$ cat config.mk
export PLATFORM = sky130hd
export DESIGN_NAME = conv_output_writer
export DESIGN_NICKNAME = d
export VERILOG_FILES = /design/src/rtl/conv_output_writer.sv
export SDC_FILE = /design/constraint.sdc
export NUM_CORES = 1
export LEC_CHECK = 0
export ABC_AREA = 1
export ABC_CLOCK_PERIOD_IN_PS = 1400
export BUFFER_PORTS_ARGS = -buffer_cell sky130_fd_sc_hd__buf_2
export CORE_MARGIN = 5
export CORE_UTILIZATION = 54
export DETAILED_ROUTE_END_ITERATION = 8
export PLACE_DENSITY = 0.88
export SLEW_MARGIN = 20
export SYNTH_ARGS = -nofsm -noshare
export SYNTH_HDL_FRONTEND = slang
export SYNTH_SLANG_ARGS = --single-unit
$ cat constraint.sdc
create_clock -name clk -period 1.4 [get_ports clk]
set_input_delay 0 -clock clk [delete_from_list [all_inputs] [get_ports clk]]
set_output_delay 0 -clock clk [all_outputs]
set_load 0.03 [all_outputs]
$ cat src/rtl/conv_output_writer.sv
// conv_output_writer: collects one OUT_SIZE x OUT_SIZE frame of convolver results and
// writes them in raster order to an output buffer through a registered write port.
// Optional ReLU on the write data when CONV_OUTPUT_WRITER_RELU_EN is defined
// (default build: data passed through unchanged).
module conv_output_writer #(
  parameter int unsigned DATA_WIDTH  = 16,
  parameter int unsigned IMAGE_SIZE  = 28,
  parameter int unsigned KERNEL_SIZE = 5,
  parameter int unsigned ADDR_WIDTH  = 10
) (
  input  logic                  clk,
  input  logic                  rstn,
  input  logic                  start,
  input  logic                  in_valid,
  input  logic [DATA_WIDTH-1:0] in_data,
  output logic                  wr_en,
  output logic [ADDR_WIDTH-1:0] wr_addr,
  output logic [DATA_WIDTH-1:0] wr_data,
  output logic                  busy,
  output logic                  frame_done,
  output logic                  overrun
);

  localparam int unsigned OUT_SIZE = IMAGE_SIZE - KERNEL_SIZE + 1;
  localparam int unsigned CntW     = (OUT_SIZE > 1) ? $clog2(OUT_SIZE) : 1;
  localparam logic [CntW-1:0] LastIdx = CntW'(OUT_SIZE - 1);

  typedef enum logic [1:0] {StIdle, StCollect, StDone} state_e;

  state_e                state_q, state_d;
  logic [CntW-1:0]       col_q, col_d;
  logic [CntW-1:0]       row_q, row_d;
  logic [ADDR_WIDTH-1:0] pix_q, pix_d;
  logic                  wr_en_q, wr_en_d;
  logic [ADDR_WIDTH-1:0] wr_addr_q, wr_addr_d;
  logic [DATA_WIDTH-1:0] wr_data_q, wr_data_d;
  logic                  busy_q, busy_d;
  logic                  frame_done_q, frame_done_d;
  logic                  overrun_q, overrun_d;
  logic [DATA_WIDTH-1:0] data_out;

`ifdef CONV_OUTPUT_WRITER_RELU_EN
  // ReLU: clamp negative results to zero before they are registered.
  always_comb begin
    data_out = in_data[DATA_WIDTH-1] ? '0 : in_data;
  end
`else
  assign data_out = in_data;
`endif

  // Next-state for the FSM, raster counters and the registered write port.
  always_comb begin
    state_d      = state_q;
    col_d        = col_q;
    row_d        = row_q;
    pix_d        = pix_q;
    wr_en_d      = 1'b0;
    wr_addr_d    = wr_addr_q;
    wr_data_d    = wr_data_q;
    busy_d       = busy_q;
    frame_done_d = 1'b0;
    overrun_d    = overrun_q;
    case (state_q)
      StIdle: begin
        if (start) begin
          // A valid coincident with start is dropped silently.
          state_d   = StCollect;
          busy_d    = 1'b1;
          overrun_d = 1'b0;
          col_d     = '0;
          row_d     = '0;
          pix_d     = '0;
        end else if (in_valid) begin
          overrun_d = 1'b1;
        end
      end
      StCollect: begin
        if (in_valid) begin
          wr_en_d   = 1'b1;
          wr_addr_d = pix_q;
          wr_data_d = data_out;
          pix_d     = pix_q + 1'b1;
          if (col_q == LastIdx) begin
            col_d = '0;
            if (row_q == LastIdx) begin
              row_d        = '0;
              pix_d        = '0;
              state_d      = StDone;
              busy_d       = 1'b0;
              frame_done_d = 1'b1;
            end else begin
              row_d = row_q + 1'b1;
            end
          end else begin
            col_d = col_q + 1'b1;
          end
        end
      end
      StDone: begin
        state_d = StIdle;
        if (in_valid) begin
          overrun_d = 1'b1;
        end
      end
      default: begin
        state_d = StIdle;
        busy_d  = 1'b0;
      end
    endcase
  end

  // State and registered outputs; asynchronous reset clears everything.
  always_ff @(posedge clk or negedge rstn) begin
    if (!rstn) begin
      state_q      <= StIdle;
      col_q        <= '0;
      row_q        <= '0;
      pix_q        <= '0;
      wr_en_q      <= 1'b0;
      wr_addr_q    <= '0;
      wr_data_q    <= '0;
      busy_q       <= 1'b0;
      frame_done_q <= 1'b0;
      overrun_q    <= 1'b0;
    end else begin
      state_q      <= state_d;
      col_q        <= col_d;
      row_q        <= row_d;
      pix_q        <= pix_d;
      wr_en_q      <= wr_en_d;
      wr_addr_q    <= wr_addr_d;
      wr_data_q    <= wr_data_d;
      busy_q       <= busy_d;
      frame_done_q <= frame_done_d;
      overrun_q    <= overrun_d;
    end
  end

  assign wr_en      = wr_en_q;
  assign wr_addr    = wr_addr_q;
  assign wr_data    = wr_data_q;
  assign busy       = busy_q;
  assign frame_done = frame_done_q;
  assign overrun    = overrun_q;

endmodule
== Yosys cells after proc, flatten, opt, wreduce, memory -nomap -nowiden ==
Cells that the tools add are included.

* Mux-type cells: 32
* Add/sub/neg operators: 3
* Reductions and logical operators: 8
* Eq/ne operators: 8
* Bitwise operators: 1

{| class="wikitable"
|+ Operators with widths
! cell !! count
|-
| 2-to-1 mux 10 bit || 4
|-
| 2-to-1 mux 5 bit || 6
|-
| one-hot mux 10 bit (2 select lines) || 1
|-
| one-hot mux 5 bit (2 select lines) || 2
|-
| 2-to-1 mux 1 bit || 12
|-
| adder 10 x 1 -> 10 bit (second input constant) || 1
|-
| adder 5 x 1 -> 5 bit (second input constant) || 2
|-
| == test 5 bit (second input constant) || 2
|-
| 2-to-1 mux 2 bit || 4
|-
| inequality test 2 bit (second input constant) || 4
|-
| AND reduction 4 bit || 2
|-
| AND reduction 5 bit || 1
|-
| one-hot mux 2 bit (2 select lines) || 1
|-
| nonzero test 2 bit || 2
|-
| one-hot mux 1 bit (3 select lines) || 1
|-
| AND reduction 3 bit || 1
|-
| == test 2 x 1 -> 1 bit (second input constant) || 1
|-
| == test 2 bit (second input constant) || 1
|-
| logical NOT 2 bit || 1
|-
| one-hot mux 1 bit (2 select lines) || 1
|-
| AND reduction 2 bit || 1
|-
| inverter 1 bit || 1
|}

* Word-level logic and storage cells: 62
* Output and inout bits: 30
* Input bits: 20
* Flip-flop bits (word level): 52

== Depth between registers and ports, before layout ==
* Depth after elaboration: 5
* Mapped depth: 9
* Depth with buffers taken out: 8

== Least setup slack after synthesis ==
No wires, ideal clock.

* Path type: flip-flop to flip-flop
* Start point: reg state_q[0]
* End point: reg col_q[4]
* Clock period less this slack: 1.300 ns
* Path slack: 0.100 ns
* Path buffers: 1
* Data required time: 1.287 ns
* Setup time: 0.113 ns
* Arrival: 1.188 ns
* Stages on the path, launching flop included: 10
* Cell sequence: dfrtp_1 > inv_2 > nand2_2 > nand2_2 > nand2_2 > buf_6 > a21oi_1 > nand2_1 > nand2_1 > inv_1

* Longest elaborated chain between the ends: 3
* Elaborated cells on any way between the ends: 7
* Those cells by class: eq/ne (3); mux (1); reduce/logical (3)

{| class="wikitable"
|+ Ends and longest elaborated chain
! element !! line !! source
|-
| from (decl) || 30 || <nowiki>state_e state_q, state_d;</nowiki>
|-
| from (signal assigned) || 115 || <nowiki>state_q <= StIdle;</nowiki>
|-
| from (signal assigned) || 126 || <nowiki>state_q <= state_d;</nowiki>
|-
| == test 2 x 1 -> 1 bit or logical NOT 2 bit (tied branches) || 63 || <nowiki>case (state_q)</nowiki>
|-
| inequality test 2 bit (no source line) or nonzero test 2 bit (tied branches) || - ||
|-
| AND reduction 3 bit (no source line) || - ||
|-
| to (signal assigned) || 127 || <nowiki>col_q <= col_d;</nowiki>
|-
| to (decl) || 31 || <nowiki>logic [CntW-1:0] col_q, col_d;</nowiki>
|}

Parallel ways exist; a longest one is shown, timed or not.
A chain may end at the register's enable or synchronous reset.

== Final worst setup path ==
* Start point: reg state_q[0]
* End point: reg pix_q[1]

* Longest elaborated chain between the ends: 3
* Elaborated cells on any way between the ends: 7
* Those cells by class: eq/ne (3); mux (1); reduce/logical (3)

{| class="wikitable"
|+ Ends and longest elaborated chain
! element !! line !! source
|-
| == test 2 x 1 -> 1 bit or logical NOT 2 bit (tied branches) || 63 ||
|-
| inequality test 2 bit (no source line) or nonzero test 2 bit (tied branches) || - ||
|-
| AND reduction 3 bit (no source line) || - ||
|-
| to (signal assigned) || 129 || <nowiki>pix_q <= pix_d;</nowiki>
|-
| to (decl) || 33 || <nowiki>logic [ADDR_WIDTH-1:0] pix_q, pix_d;</nowiki>
|}

Parallel ways exist; a longest one is shown, timed or not.

==> metrics.csv <==
metric,value,unit
via count,2319,
worst-margin pin slew,469,ps
Commonest cells post-synth,"nand2_1, dfrtp_1, inv_1, nor2_1, nand3_1",
gr usage total,22.4,%
placed wire-length estimate,4020,um
top cell type's share of synthesized area,53.7,%
"count leader, synth",nand2_1,
Num CTS Buffers,5,
Port-buffer cells,49,
vias in the first global route,2314,
Die ar.,0.00593,mm2
Hold Crit Depth,5,
Synth area leader,dfrtp_1,
TritonCTS clock tree,built,
Setup CP Type,reg2reg,
Tightest Hold Check Type,in2reg,
die height,77.0,um
DP Area,0.00277,mm2
f_max,745,MHz
DRC,0,
Cell Int Power,2790,uW
Max-slew headroom,68.7,%
Post-synth EDFFs,0,
H-tree depth,2,
first-pass GRT wire length,10800,um
Sw Share,39.5,%
Max Used Layer,met4,
largest net degree at the start of global routing,36,
Worst EP required,1650,ps
Comb power frac,34.6,%
cells along the critical path,inv_4 -> nand2_2 -> nand2_2 -> buf_4 -> nand3_2 -> inv_1 -> nand2_1 -> nand2_1,
"Slowest-stage cell, CP",dfrtp_1,
row count,24,
Main synth FF type,dfrtp_1,
post-synthesis compound-gate area fraction,6.61,%
top post-synthesis cells by area,"dfrtp_1, nand2_1, inv_1, nor2_1, nand3_1",
total clock sinks,52,
met2 routed WL,3610,um
fin crit share,95.8,%
Final setup viols,0,
drt total wl,6840,um
CP arrival,1590,ps
Avg Inst Size Synth,8.13,um2
syn nets,321,
DR WL met3,435,um
Core Footprint,0.00435,mm2
initial antenna violation count,0,
Critical Path Sink Type,flip-flop,
DRT Pass-1 Iters,4,
DR iter-0 viols,177,
synthesis warning total,0,
Leak,0.00174,uW
sequential power share,45.6,%
Worst Skew,18.3,ps
fillers,248,
Crit Path Max Fanout,6,
largest family of logic cells by synthesized area,simple AND/OR/NAND/NOR gates,
Routed Antenna Nets,0,
post-synthesis cell area,0.00242,mm2
Simple-Gate Fraction of Synth Area,30.4,%
R2R depth,8,
final net count,410,
pwr/cell area,1430,mW/mm2
initial core utilization,55.6,%
Critical path origin,state_q[0],
Post-Synth Adder-Cell Area,1.55,%
Worst-Skew Late Latency,320,ps
FF-to-FF Start,state_q[0],
clock buffer depth,2,
Hold WS,135,ps
Routed WL per cell,15.5,um
post-synthesis mux area share,0,%
gp weighted congestion,0.795,
die width,77.0,um
Switch Pwr,1820,uW
Max Slew Vio Count,0,
Root Buffer,clkbuf_8,
Post-Synth XOR/XNOR Area,0.723,%
Hold Crit Start,in_valid,
I/O Pins,50,
"Design Area, Final",0.00323,mm2
status,"finished, final reports clean",
clock network power share,19.8,%
maximum VDD drop,699,uV
CP Launch Type,flip-flop,
fraction of layout cells with a size suffix above 1,29.4,%
vias per cell,5.27,
grt ovf,0,
cells after synthesis,298,
synth-to-layout area growth,33.2,%
Ant. Diodes,0,
wire length on met1,2620,um
CP max stage delay,450,ps
#FFs+latches synth,52,
min Tclk post-route,1340,ps
Max-Cap Viols,0,
clock slew at reported path FFs,100,ps
post-synth cell types,21,
register area share after synthesis,53.7,%
Fin. Hold Viols,0,
ys async rst share,100,%
-- metrics by stage --
stage               TNS (ps)  std cells  util [%]  total power (uW)  setup slack [ps]
floorplan                  0        298         -              2940              99.7
global placement        -147        405      63.6              3320             -28.7
detailed placement     -1570        405      63.6              3400              -107
CTS                    -31.8        431      70.2              4350             -19.7
global route            -127        440      74.1              4870             -25.2
finish                     0        440      74.1              4610              58.5
-- cell usage in the layout, fill, tap and decap left out, drive strengths merged --
master	count
a21oi	6
buf	70
clkbuf	5
clkinvlp	1
dfrtp	52
dlygate4sd3	18
ha	3
inv	30
nand2	136
nand3	17
nand4	1
nor2	27
nor3	2
o21a	1
o21ai	17
xor2	2
-- power by group through the flow --
stage	logic, uW	registers (uW)	clock network [uW]
floorplan	630	2310	0
global placement	1250	2070	0
detailed placement	1310	2090	0
CTS	1370	2060	918
global route	1740	2130	992
finish	1600	2100	912
-- final timing paths --
path                              end  slack [ps]
setup / recovery             pix_q[1]          60
hold / removal                overrun         130
setup reg to reg             pix_q[1]          60
hold reg to reg            wr_data[9]         480
max in group asynchronous  wr_addr[7]         690
min in group asynchronous    row_q[2]         180
-- kinds of logic (layout without fill, tap and decap cells) --
logic type / count (synthesis) / count (layout)
XOR/XNOR: 2 / 2
flip-flops: 52 / 52
adder cells (fa/ha/maj): 3 / 3
AO/OA/AOI/OAI: 24 / 24
buffers and inverters: 34 / 124
AND/OR/NAND/NOR: 183 / 183
-- critical path, delay by kind of cell, from the launching register on --
kind | cells | cell delay, ps
buffers and inverters | 3 | 380
DFF | 1 | 450
and+or+nand+nor | 5 | 460
-- layer usage --
| metal | GRT usage, % | vias to the layer above |
|---|---|---|
| met2 | 41.9 | 103 |
| li1 | - | 1098 |
| met5 | 0 | - |
| met1 | 25.2 | 1103 |
| met4 | 6.19 | 0 |
| met3 | 5.27 | 15 |
-- flip-flops by register name, indices dropped and copies added (netlist names) --
name        cells
busy            1
col_q           5
frame_done      1
overrun         1
pix_q          10
row_q           5
state_q         2
wr_addr        10
wr_data        16
wr_en           1
-- layout make-up --
type                    instances  area (um2)  share of cell area, %
flip-flops and latches         52        1300                   40.4
multi-input cells             212        1050                   32.6
repair buffers                 88         599                   18.6
inverters                      28         113                   3.49
clock buffers                   5        68.8                   2.13
well taps                      52        65.1                   2.02
clock inverters                 3        25.0                  0.776
-- timing repair --
item / in CTS / in global routing
endpoints found under the setup margin: 37 / 43
resized for setup: 4 / 28
buffers inserted: 0 / 9
pin swaps: 0 / 4
endpoints found under the hold margin: 35 / 0
hold buffers: 18 / 0
cloned: 0 / 0
No activity file was read; power rests on OpenSTA's default activity.
